[config.mk]
export PLATFORM = sky130hd
export DESIGN_NAME = tcdm_port_arbiter_flat
export DESIGN_NICKNAME = d
export VERILOG_FILES = /design/src/rtl/tcdm_port_arbiter_if.sv /design/src/rtl/tcdm_port_arbiter.sv /design/src/flat_wrapper.sv
export SDC_FILE = /design/constraint.sdc
export NUM_CORES = 1
export LEC_CHECK = 0
export BUFFER_PORTS_ARGS = -buffer_cell sky130_fd_sc_hd__buf_2
export CAP_MARGIN = 20
export CORE_AREA = 5 5 108 110
export DETAILED_ROUTE_END_ITERATION = 16
export DIE_AREA = 0 0 113 115
export GPL_TIMING_DRIVEN = 0
export HOLD_SLACK_MARGIN = 0.06
export SETUP_SLACK_MARGIN = 0.05
export SKIP_CTS_REPAIR_TIMING = 1
export SYNTH_ARGS = -nofsm -noshare
export SYNTH_HDL_FRONTEND = slang
export SYNTH_SLANG_ARGS = --single-unit
[constraint.sdc]
create_clock -name clk_i -period 3.19 [get_ports clk_i]
set_clock_uncertainty 0.2 [all_clocks]
set_input_delay 0.319 -clock clk_i [delete_from_list [all_inputs] [get_ports clk_i]]
set_output_delay 0.319 -clock clk_i [all_outputs]
set_load 0.03 [all_outputs]
[src/rtl/tcdm_port_arbiter_if.sv]
// Bus bundle for tcdm_port_arbiter: requester-side and memory-side TCDM signals.
// The slave modport is the arbiter's view; master is the environment driving it.
interface tcdm_port_arbiter_if #(
  parameter int N_REQ = 2,
  parameter int AW    = 32,
  parameter int DW    = 32
);
  logic [N_REQ-1:0]        req_i;
  logic [N_REQ*AW-1:0]     add_i;
  logic [N_REQ-1:0]        wen_i;
  logic [N_REQ*DW/8-1:0]   be_i;
  logic [N_REQ*DW-1:0]     data_i;
  logic [N_REQ-1:0]        gnt_o;
  logic [DW-1:0]           r_data_o;
  logic [N_REQ-1:0]        r_valid_o;
  logic                    req_o;
  logic [AW-1:0]           add_o;
  logic                    wen_o;
  logic [DW/8-1:0]         be_o;
  logic [DW-1:0]           data_o;
  logic                    gnt_i;
  logic [DW-1:0]           r_data_i;
  logic                    r_valid_i;
  logic                    err_o;

  modport slave (
    input  req_i, add_i, wen_i, be_i, data_i, gnt_i, r_data_i, r_valid_i,
    output gnt_o, r_data_o, r_valid_o, req_o, add_o, wen_o, be_o, data_o, err_o
  );

  modport master (
    output req_i, add_i, wen_i, be_i, data_i, gnt_i, r_data_i, r_valid_i,
    input  gnt_o, r_data_o, r_valid_o, req_o, add_o, wen_o, be_o, data_o, err_o
  );
endinterface

[src/rtl/tcdm_port_arbiter.sv]
// Round-robin arbiter sharing one TCDM port among N_REQ requesters, with in-order response routing.
// Define TCDM_ARB_PERF_CNT_EN to add per-requester grant counters and a stall counter.
module tcdm_port_arbiter #(
  parameter int N_REQ     = 2,
  parameter int AW        = 32,
  parameter int DW        = 32,
  parameter int MAX_OUTST = 4
) (
  input  logic                  clk_i,
  input  logic                  rst_i,
  tcdm_port_arbiter_if.slave    bus
`ifdef TCDM_ARB_PERF_CNT_EN
  ,
  output logic [N_REQ*32-1:0]   cnt_gnt_o,
  output logic [31:0]           cnt_stall_o
`endif
);

  localparam int IW = (N_REQ > 1) ? $clog2(N_REQ) : 1;
  localparam int PW = (MAX_OUTST > 1) ? $clog2(MAX_OUTST) : 1;
  localparam int CW = $clog2(MAX_OUTST) + 1;
  localparam int BW = DW / 8;

  localparam logic [0:0] IDLE   = 1'b0;
  localparam logic [0:0] LOCKED = 1'b1;

  logic [0:0]    state_q, state_d;
  logic [IW-1:0] ptr_q, ptr_d;
  logic [IW-1:0] win_q, win_d;
  logic [IW-1:0] winner, sel, head;
  logic [IW:0]   idx;
  logic [IW-1:0] id_q [MAX_OUTST];
  logic [PW-1:0] wr_q, rd_q;
  logic [CW-1:0] cnt_q;
  logic          err_q, err_d;
  logic          rdy_q;
  logic          req_any, mreq, push, pop, full, orphan, empty, store;

  // Round-robin search: scan downward so the lowest offset from the pointer wins.
  always_comb begin
    winner = ptr_q;
    idx    = '0;
    for (int i = N_REQ - 1; i >= 0; i--) begin
      idx = {1'b0, ptr_q} + (IW+1)'(i);
      if (idx >= (IW+1)'(N_REQ)) idx = idx - (IW+1)'(N_REQ);
      if (bus.req_i[idx[IW-1:0]]) winner = idx[IW-1:0];
    end
  end

  assign sel     = (state_q == LOCKED) ? win_q : winner;
  assign req_any = (state_q == LOCKED) ? bus.req_i[win_q] : |bus.req_i;
  assign empty   = (cnt_q == '0);
  assign pop     = bus.r_valid_i & ~empty;
  assign full    = (cnt_q == CW'(MAX_OUTST)) & ~pop;
  // rdy_q holds requests off for the first cycle after reset.
  assign mreq    = req_any & ~full & rdy_q & ~rst_i;
  assign push    = mreq & bus.gnt_i;
  assign orphan  = bus.r_valid_i & empty & ~push;
  // A response arriving with an empty FIFO but a same-cycle push bypasses storage.
  assign store   = push & ~(empty & bus.r_valid_i);
  assign head    = empty ? sel : id_q[rd_q];

  assign bus.req_o    = mreq;
  assign bus.add_o    = bus.add_i[sel*AW +: AW];
  assign bus.wen_o    = bus.wen_i[sel];
  assign bus.be_o     = bus.be_i[sel*BW +: BW];
  assign bus.data_o   = bus.data_i[sel*DW +: DW];
  assign bus.r_data_o = bus.r_data_i;
  assign bus.err_o    = err_q;

  always_comb begin
    bus.gnt_o      = '0;
    bus.gnt_o[sel] = push;
    bus.r_valid_o  = '0;
    if (bus.r_valid_i && !orphan) bus.r_valid_o[head] = 1'b1;
  end

  always_comb begin
    state_d = state_q;
    win_d   = win_q;
    err_d   = err_q | orphan;
    ptr_d   = ptr_q;
    if (push) ptr_d = (sel == IW'(N_REQ - 1)) ? '0 : sel + 1'b1;
    case (state_q)
      IDLE: begin
        if (mreq && !bus.gnt_i) begin
          state_d = LOCKED;
          win_d   = winner;
        end
      end
      LOCKED: begin
        if (!bus.req_i[win_q]) begin
          err_d   = 1'b1;
          state_d = IDLE;
        end else if (push) begin
          state_d = IDLE;
        end
      end
      default: state_d = IDLE;
    endcase
  end

  always_ff @(posedge clk_i) begin
    if (rst_i) begin
      state_q <= IDLE;
      win_q   <= '0;
      ptr_q   <= '0;
      err_q   <= 1'b0;
      rdy_q   <= 1'b0;
      wr_q    <= '0;
      rd_q    <= '0;
      cnt_q   <= '0;
    end else begin
      state_q <= state_d;
      win_q   <= win_d;
      ptr_q   <= ptr_d;
      err_q   <= err_d;
      rdy_q   <= 1'b1;
      if (store) wr_q <= (wr_q == PW'(MAX_OUTST - 1)) ? '0 : wr_q + 1'b1;
      if (pop)   rd_q <= (rd_q == PW'(MAX_OUTST - 1)) ? '0 : rd_q + 1'b1;
      cnt_q   <= cnt_q + CW'(store) - CW'(pop);
    end
  end

  always_ff @(posedge clk_i) begin
    if (store) id_q[wr_q] <= sel;
  end

`ifdef TCDM_ARB_PERF_CNT_EN
  logic [31:0] cnt_gnt_q [N_REQ];
  logic [31:0] cnt_stall_q;

  function automatic logic [31:0] sat_inc(input logic [31:0] v, input logic en);
    return (en && v != '1) ? v + 32'd1 : v;
  endfunction

  always_ff @(posedge clk_i) begin
    if (rst_i) begin
      for (int k = 0; k < N_REQ; k++) cnt_gnt_q[k] <= '0;
      cnt_stall_q <= '0;
    end else begin
      for (int k = 0; k < N_REQ; k++)
        cnt_gnt_q[k] <= sat_inc(cnt_gnt_q[k], push && (sel == IW'(k)));
      cnt_stall_q <= sat_inc(cnt_stall_q, mreq && !bus.gnt_i);
    end
  end

  always_comb begin
    for (int k = 0; k < N_REQ; k++) cnt_gnt_o[k*32 +: 32] = cnt_gnt_q[k];
  end
  assign cnt_stall_o = cnt_stall_q;
`endif

endmodule
[src/flat_wrapper.sv]
// flat-port wrapper written by rule: the top's interface ports become plain ports
module tcdm_port_arbiter_flat 
#(
  parameter int N_REQ     = 2,
  parameter int AW        = 32,
  parameter int DW        = 32,
  parameter int MAX_OUTST = 4
)
  (clk_i, rst_i, bus_req_i, bus_add_i, bus_wen_i, bus_be_i, bus_data_i, bus_gnt_i, bus_r_data_i, bus_r_valid_i, bus_gnt_o, bus_r_data_o, bus_r_valid_o, bus_req_o, bus_add_o, bus_wen_o, bus_be_o, bus_data_o, bus_err_o);
  tcdm_port_arbiter_if #(.N_REQ(N_REQ), .AW(AW), .DW(DW)) bus_i ();
  input  logic clk_i;
  input  logic rst_i;
  input wire logic [$bits(bus_i.req_i)-1:0] bus_req_i;
  input wire logic [$bits(bus_i.add_i)-1:0] bus_add_i;
  input wire logic [$bits(bus_i.wen_i)-1:0] bus_wen_i;
  input wire logic [$bits(bus_i.be_i)-1:0] bus_be_i;
  input wire logic [$bits(bus_i.data_i)-1:0] bus_data_i;
  input wire logic [$bits(bus_i.gnt_i)-1:0] bus_gnt_i;
  input wire logic [$bits(bus_i.r_data_i)-1:0] bus_r_data_i;
  input wire logic [$bits(bus_i.r_valid_i)-1:0] bus_r_valid_i;
  output wire logic [$bits(bus_i.gnt_o)-1:0] bus_gnt_o;
  output wire logic [$bits(bus_i.r_data_o)-1:0] bus_r_data_o;
  output wire logic [$bits(bus_i.r_valid_o)-1:0] bus_r_valid_o;
  output wire logic [$bits(bus_i.req_o)-1:0] bus_req_o;
  output wire logic [$bits(bus_i.add_o)-1:0] bus_add_o;
  output wire logic [$bits(bus_i.wen_o)-1:0] bus_wen_o;
  output wire logic [$bits(bus_i.be_o)-1:0] bus_be_o;
  output wire logic [$bits(bus_i.data_o)-1:0] bus_data_o;
  output wire logic [$bits(bus_i.err_o)-1:0] bus_err_o;
  assign bus_i.req_i = bus_req_i;
  assign bus_i.add_i = bus_add_i;
  assign bus_i.wen_i = bus_wen_i;
  assign bus_i.be_i = bus_be_i;
  assign bus_i.data_i = bus_data_i;
  assign bus_i.gnt_i = bus_gnt_i;
  assign bus_i.r_data_i = bus_r_data_i;
  assign bus_i.r_valid_i = bus_r_valid_i;
  assign bus_gnt_o = bus_i.gnt_o;
  assign bus_r_data_o = bus_i.r_data_o;
  assign bus_r_valid_o = bus_i.r_valid_o;
  assign bus_req_o = bus_i.req_o;
  assign bus_add_o = bus_i.add_o;
  assign bus_wen_o = bus_i.wen_o;
  assign bus_be_o = bus_i.be_o;
  assign bus_data_o = bus_i.data_o;
  assign bus_err_o = bus_i.err_o;
  tcdm_port_arbiter #(.N_REQ(N_REQ), .AW(AW), .DW(DW), .MAX_OUTST(MAX_OUTST)) u_core (.clk_i(clk_i), .rst_i(rst_i), .bus(bus_i));
endmodule
# Yosys cells after proc, flatten, opt, wreduce, memory -nomap -nowiden
# Memories as Yosys holds them, arrays and structs flattened. A register that Yosys moved wholly into a read port is not among the register bits.
# Cells that the tools add are included.
word_totals:
  regBits: 12
  ram_bits: 4
  output_inout_bits: 107
  elab_cells: 93
  n_memories: 1
mem_list:
  columns: ["name", "words", "word_bits", "rd", "rd_clocked_by_memory_dff", "write_ports", "line_no", "text"]
  rows:
  - ["u_core.id_q", 4, 1, 1, 1, 1, "tcdm_port_arbiter.sv:32", "logic [IW-1:0] id_q [MAX_OUTST];"]
classes:
  addsub: 8
  order_cmp: 9
  n_eq_ne: 3
  shift: 3
  mux: 34
  bitwise: 18
  n_reduce_logical: 9
ops:
  columns: ["operator", "n"]
  rows:
  - ["$shiftx A64 B7 Y32", 2]
  - ["$mux W1", 26]
  - ["$lt A1 B2 Y1 const B", 5]
  - ["$mux W2", 5]
  - ["$and A1 B1 Y1", 9]
  - ["$shiftx A8 B4 Y4", 1]
  - ["$not A1 Y1", 7]
  - ["$add A2 B1 Y2 const B", 2]
  - ["$eq A2 B2 Y1 const B", 2]
  - ["$logic_and A1 B1 Y1", 4]
  - ["$add A3 B1 Y3", 1]
  - ["$eq A3 B3 Y1 const B", 1]
  - ["$logic_not A3 Y1", 1]
  - ["$sub A3 B1 Y3", 1]
  - ["$add A1 B1 Y2 const B", 1]
  - ["$and A2 B2 Y2", 1]
  - ["$demux W1 S1", 2]
  - ["$ge A1 B1 Y1 const B", 2]
  - ["$ge A1 B2 Y1 const B", 1]
  - ["$ge A2 B2 Y1 const B", 1]
  - ["$logic_not A1 Y1", 2]
  - ["$pmux W1 S2", 1]
  - ["$reduce_and A2 Y1", 1]
  - ["$reduce_or A2 Y1", 1]
  - ["other kinds (3)", 4]

# Logic depth before layout (Yosys ltp)
logic_depth:
  depth_word: 15
  mapped_depth: 11
  ltp_nobuf: 11

# Worst setup path before layout
# Ideal clock, no wire load.
synth_timing:
  kind: "reg2reg"
  startpoint: "reg u_core.cnt_q[1]"
  endpoint: "reg u_core.cnt_q[2]"
  setup_ns: 0.128
  t_arrival_ns: 2.119
  required_ns: 2.862
  path_slack_ns: 0.743
  path_stages_with_launch: 12
  n_path_buf: 0
  path_cell_list: "dfxtp_1 > or3_1 > nand2_1 > inv_1 > ha_1 > inv_1 > ha_1 > inv_1 > fa_1 > xor2_1 > xnor2_1 > nor2_1"
synth_via:
  elab_chain_len: 13
  word_cells_on_any_way: 16
  cone_classes: "add/sub: 2; eq/ne: 1; bitwise: 12; reduce/logical: 1"
synth_lines:
  columns: ["item", "line_no", "text"]
  rows:
  - ["from (decl)", "tcdm_port_arbiter.sv:34", "logic [CW-1:0] cnt_q;"]
  - ["from (signal assigned)", "tcdm_port_arbiter.sv:121", "cnt_q <= cnt_q + CW'(store) - CW'(pop);"]
  - ["$logic_not A3 Y1 *", "tcdm_port_arbiter.sv:52", "assign empty = (cnt_q == '0);"]
  - ["$not A1 Y1 *", "tcdm_port_arbiter.sv:53", "assign pop = bus.r_valid_i & ~empty;"]
  - ["$and A1 B1 Y1 *", "tcdm_port_arbiter.sv:53", null]
  - ["net u_core.pop", "tcdm_port_arbiter.sv:37", "logic req_any, mreq, push, pop, full, orphan, empty, store;"]
  - ["$not A1 Y1", "tcdm_port_arbiter.sv:54", "assign full = (cnt_q == CW'(MAX_OUTST)) & ~pop;"]
  - ["$and A1 B1 Y1", "tcdm_port_arbiter.sv:54", null]
  - ["$not A1 Y1", "tcdm_port_arbiter.sv:56", "assign mreq = req_any & ~full & rdy_q & ~rst_i;"]
  - ["$and A1 B1 Y1 (3 in a row)", "tcdm_port_arbiter.sv:56", null]
  - ["$and A1 B1 Y1", "tcdm_port_arbiter.sv:57", "assign push = mreq & bus.gnt_i;"]
  - ["$and A1 B1 Y1", "tcdm_port_arbiter.sv:60", "assign store = push & ~(empty & bus.r_valid_i);"]
  - ["$add A3 B1 Y3", "tcdm_port_arbiter.sv:121", null]
  - ["$sub A3 B1 Y3 *", "tcdm_port_arbiter.sv:121", null]
# The timed path passes the listed nets; every way through them passes the cells marked *.
# A chain may end at the register's enable or synchronous reset.

# Worst setup path in the final report
layout_timing:
  startpoint: "reg u_core.ptr_q"
  endpoint: "out bus_add_o[23]"
layout_via:
  elab_chain_len: 9
  word_cells_on_any_way: 15
  cone_classes: "add/sub: 3; order compare: 2; shift: 1; mux: 9"
layout_lines:
  columns: ["item", "line_no", "text"]
  rows:
  - ["from (decl)", "tcdm_port_arbiter.sv:28", "logic [IW-1:0] ptr_q, ptr_d;"]
  - ["from (signal assigned)", "tcdm_port_arbiter.sv:116", "ptr_q <= ptr_d;"]
  - ["$add A1 B1 Y2", "tcdm_port_arbiter.sv:44", "idx = {1'b0, ptr_q} + (IW+1)'(i);"]
  - ["$ge A2 B2 Y1 / $sub A1 B1 Y1 (equally long branches)", "tcdm_port_arbiter.sv:45", "if (idx >= (IW+1)'(N_REQ)) idx = idx - (IW+1)'(N_REQ);"]
  - ["$mux W1", "tcdm_port_arbiter.sv:45", null]
  - ["$mux W1 (not written as such) (2 in a row)", "tcdm_port_arbiter.sv:46", "if (bus.req_i[idx[IW-1:0]]) winner = idx[IW-1:0];"]
  - ["$mux W1", "tcdm_port_arbiter.sv:46", null]
  - ["$mux W1 *", "tcdm_port_arbiter.sv:46", null]
  - ["$mux W1 *", "tcdm_port_arbiter.sv:50", "assign sel = (state_q == LOCKED) ? win_q : winner;"]
  - ["$shiftx A64 B7 Y32 *", "tcdm_port_arbiter.sv:64", "assign bus.add_o = bus.add_i[sel*AW +: AW];"]
  - ["to (decl)", "flat_wrapper.sv:25", "output wire logic [$bits(bus_i.add_o)-1:0] bus_add_o;"]
# Mark *: on every way between the ends. The rest lies on a longest branch, timed or not. The select of a mux whose other input is x is not followed.

==> summary.txt <==
outcome - finished clean
synthesized cell area - 1980 um^2
Initial Util - 0.187
most frequent cells in the layout - buf_2, buf_4, mux2_2
EDFF count, synth - 4
Avg Cell Area, Syn - 9.90 um^2
met2 usage - 0.197
maximum root-to-sink buffer count - 2
Root Buffer - clkbuf_8
GR Layer Usage met3 - 0.0179
Power Density - 403 nW/um^2
P_leak - 0.00187 uW
vias in the first global route - 2418
die area - 13000 um^2
Layout fillers - 1079
post-DR vias/cell - 3.97
setup TNS - 0 ns
Max Fclk - 0.353 GHz
Seq cells post-synth - 18
worst-margin pin slew - 0.657 ns
most common cell after layout, fill and taps aside - buf_2
Final GP Congestion - 0.796
Final min period - 2.83 ns
crit-path leading delay family - compound AO/OA/AOI/OAI gates
GRT Total Usage - 0.107
unique cell type count in the Yosys netlist - 36
FP Rows - 38
fraction of layout instances using a drive strength above 1 - 0.742
crit-path max FO - 10
Fin. Hold Viols - 0
largest net degree at the start of global routing - 11
unrepaired setup endpoints after global routing - no
worst stage delay on the critical path - 0.52 ns
grt total ovfl - 0
fin nets - 639
Die Span X - 113 um
initial antenna violation count - 0
Routed Antenna Nets - 0
critical path capture point type - output pin
I/O pins - 283
CTS tree - done
critical path buffer and inverter count - 2
Pins Over Slew Limit - 0
GR Util met1 - 0.133
Worst-Skew Late Latency - 0.26 ns
Mapped Cells - 200
VDD IR-drop max - 0.000288 V
Setup WS pre-CTS - 0.364 ns
worst path arrival time - 2.31 ns
Core Footprint - 10600 um^2
first-pass GRT wire length - 11.7 mm
1st-iter DRT viols - 34
Yosys top cell area share - 0.216
Via Count - 2360
CTS Buf Count - 3
CTS clk-pin slew, worst paths - 0.07 ns
die height - 115 um
drt wl/cell - 13.6 um
endpoints failing setup - 0
CP max stage cell - o21ai_2
ANT cells - 0
gr busiest metal - met2
synth warn - 0
Worst Hold Slack - 0.0650 ns
relative slew slack - 0.562
area leader, netlist - mux2_2
Async S/R FF share, synth - 0
main flop type after synthesis - dfxtp_1
WS Path Type - flip-flop to output pin
dpl hpwl - 7.27 mm
final wirelength - 8.10 mm
register area share after synthesis - 0.202
Mapped Nets - 384
max-cap check violation count - 0
top post-synthesis cells by area - mux2_2, mux2_1, buf_4
IO buf count - 250
Area Growth Syn to Fin - 74.3%
TritonCTS sink count - 18
CP cell instances - maj3_2 > o21ai_2 > buf_4 > mux2_1 > buf_2
HP Class - primary input to flip-flop
CTS H-Tree Depth - 1
nature of the critical path startpoint - flip-flop
period utilisation layout - 0.888
data required time of the worst path - 2.67 ns
Pre-antenna DRT Iters - 4
DRC - 0
setup ws final - 0.359 ns
==> synth_stat cells (2+ instances only) <==
library cell  number
buf_4             39
nor2_1            10
edfxtp_1           4
nor2b_1            2
or4_1              2
a21oi_1            6
and2_1             5
mux2_1            31
dfxtp_1           14
nand2_1            5
nor3_1             2
ha_1               7
o31ai_1            2
inv_1             10
mux2_2            38
o21ai_0            2
nand2b_1           2
==> kinds of logic (layout without fill, tap and decap cells) <==
family | after synthesis | in the layout | share of synthesized area
compound gates | 15 | 15 | 0.0499
xor+xnor | 2 | 2 | 0.00885
fa+ha+maj | 9 | 9 | 0.0600
buf+inv | 50 | 304 | 0.169
flops | 18 | 18 | 0.202
mux | 70 | 70 | 0.404
simple gates | 36 | 36 | 0.106
==> per-layer routing <==
layer,vias to the layer above,routed length [um],part of all wire
li1,1182,-,-
met1,1059,3080,0.38
met2,114,4290,0.53
met3,5,680,0.084
met4,0,50,0.0062
met5,-,0,0
==> through the flow <==
step	total power, uW	util	cell area, um^2	std cells
floorplan	954	-	1980	200
global placement	1220	0.321	3410	590
detailed placement	1240	0.321	3410	590
CTS	1410	0.325	3450	594
global route	1490	0.325	3450	594
finish	1390	0.325	3450	594
==> final timing paths <==
check | startpoint | to | slack [ns] | cells after the start
worst max-delay path | u_core.ptr_q | bus_add_o[23] | 0.36 | 5
worst min-delay path | rst_i | u_core.rdy_q | 0.06 | 2
worst max register to register | u_core.cnt_q[1] | u_core.cnt_q[2] | 0.54 | 11
worst min register to register | u_core.rd_q[1] | u_core.rd_q[1] | 0.29 | 2
==> power by group <==
part	internal (uW)	switching, uW
clock network	85.6	76.5
registers	271	26.6
logic	375	554
total	732	657
==> cell type report <==
class / count / area, um^2 / share of cell area
timing repair buffer: 250 / 1250 / 0.363
sequential: 18 / 400 / 0.116
inverter: 10 / 37.5 / 0.0109
tap: 140 / 175 / 0.0508
clock buffer: 3 / 41.3 / 0.0120
buffer: 40 / 297 / 0.0859
clock inverter: 1 / 3.75 / 0.00109
multi-input combinational: 132 / 1240 / 0.361
(Power assumes the default switching activity.)
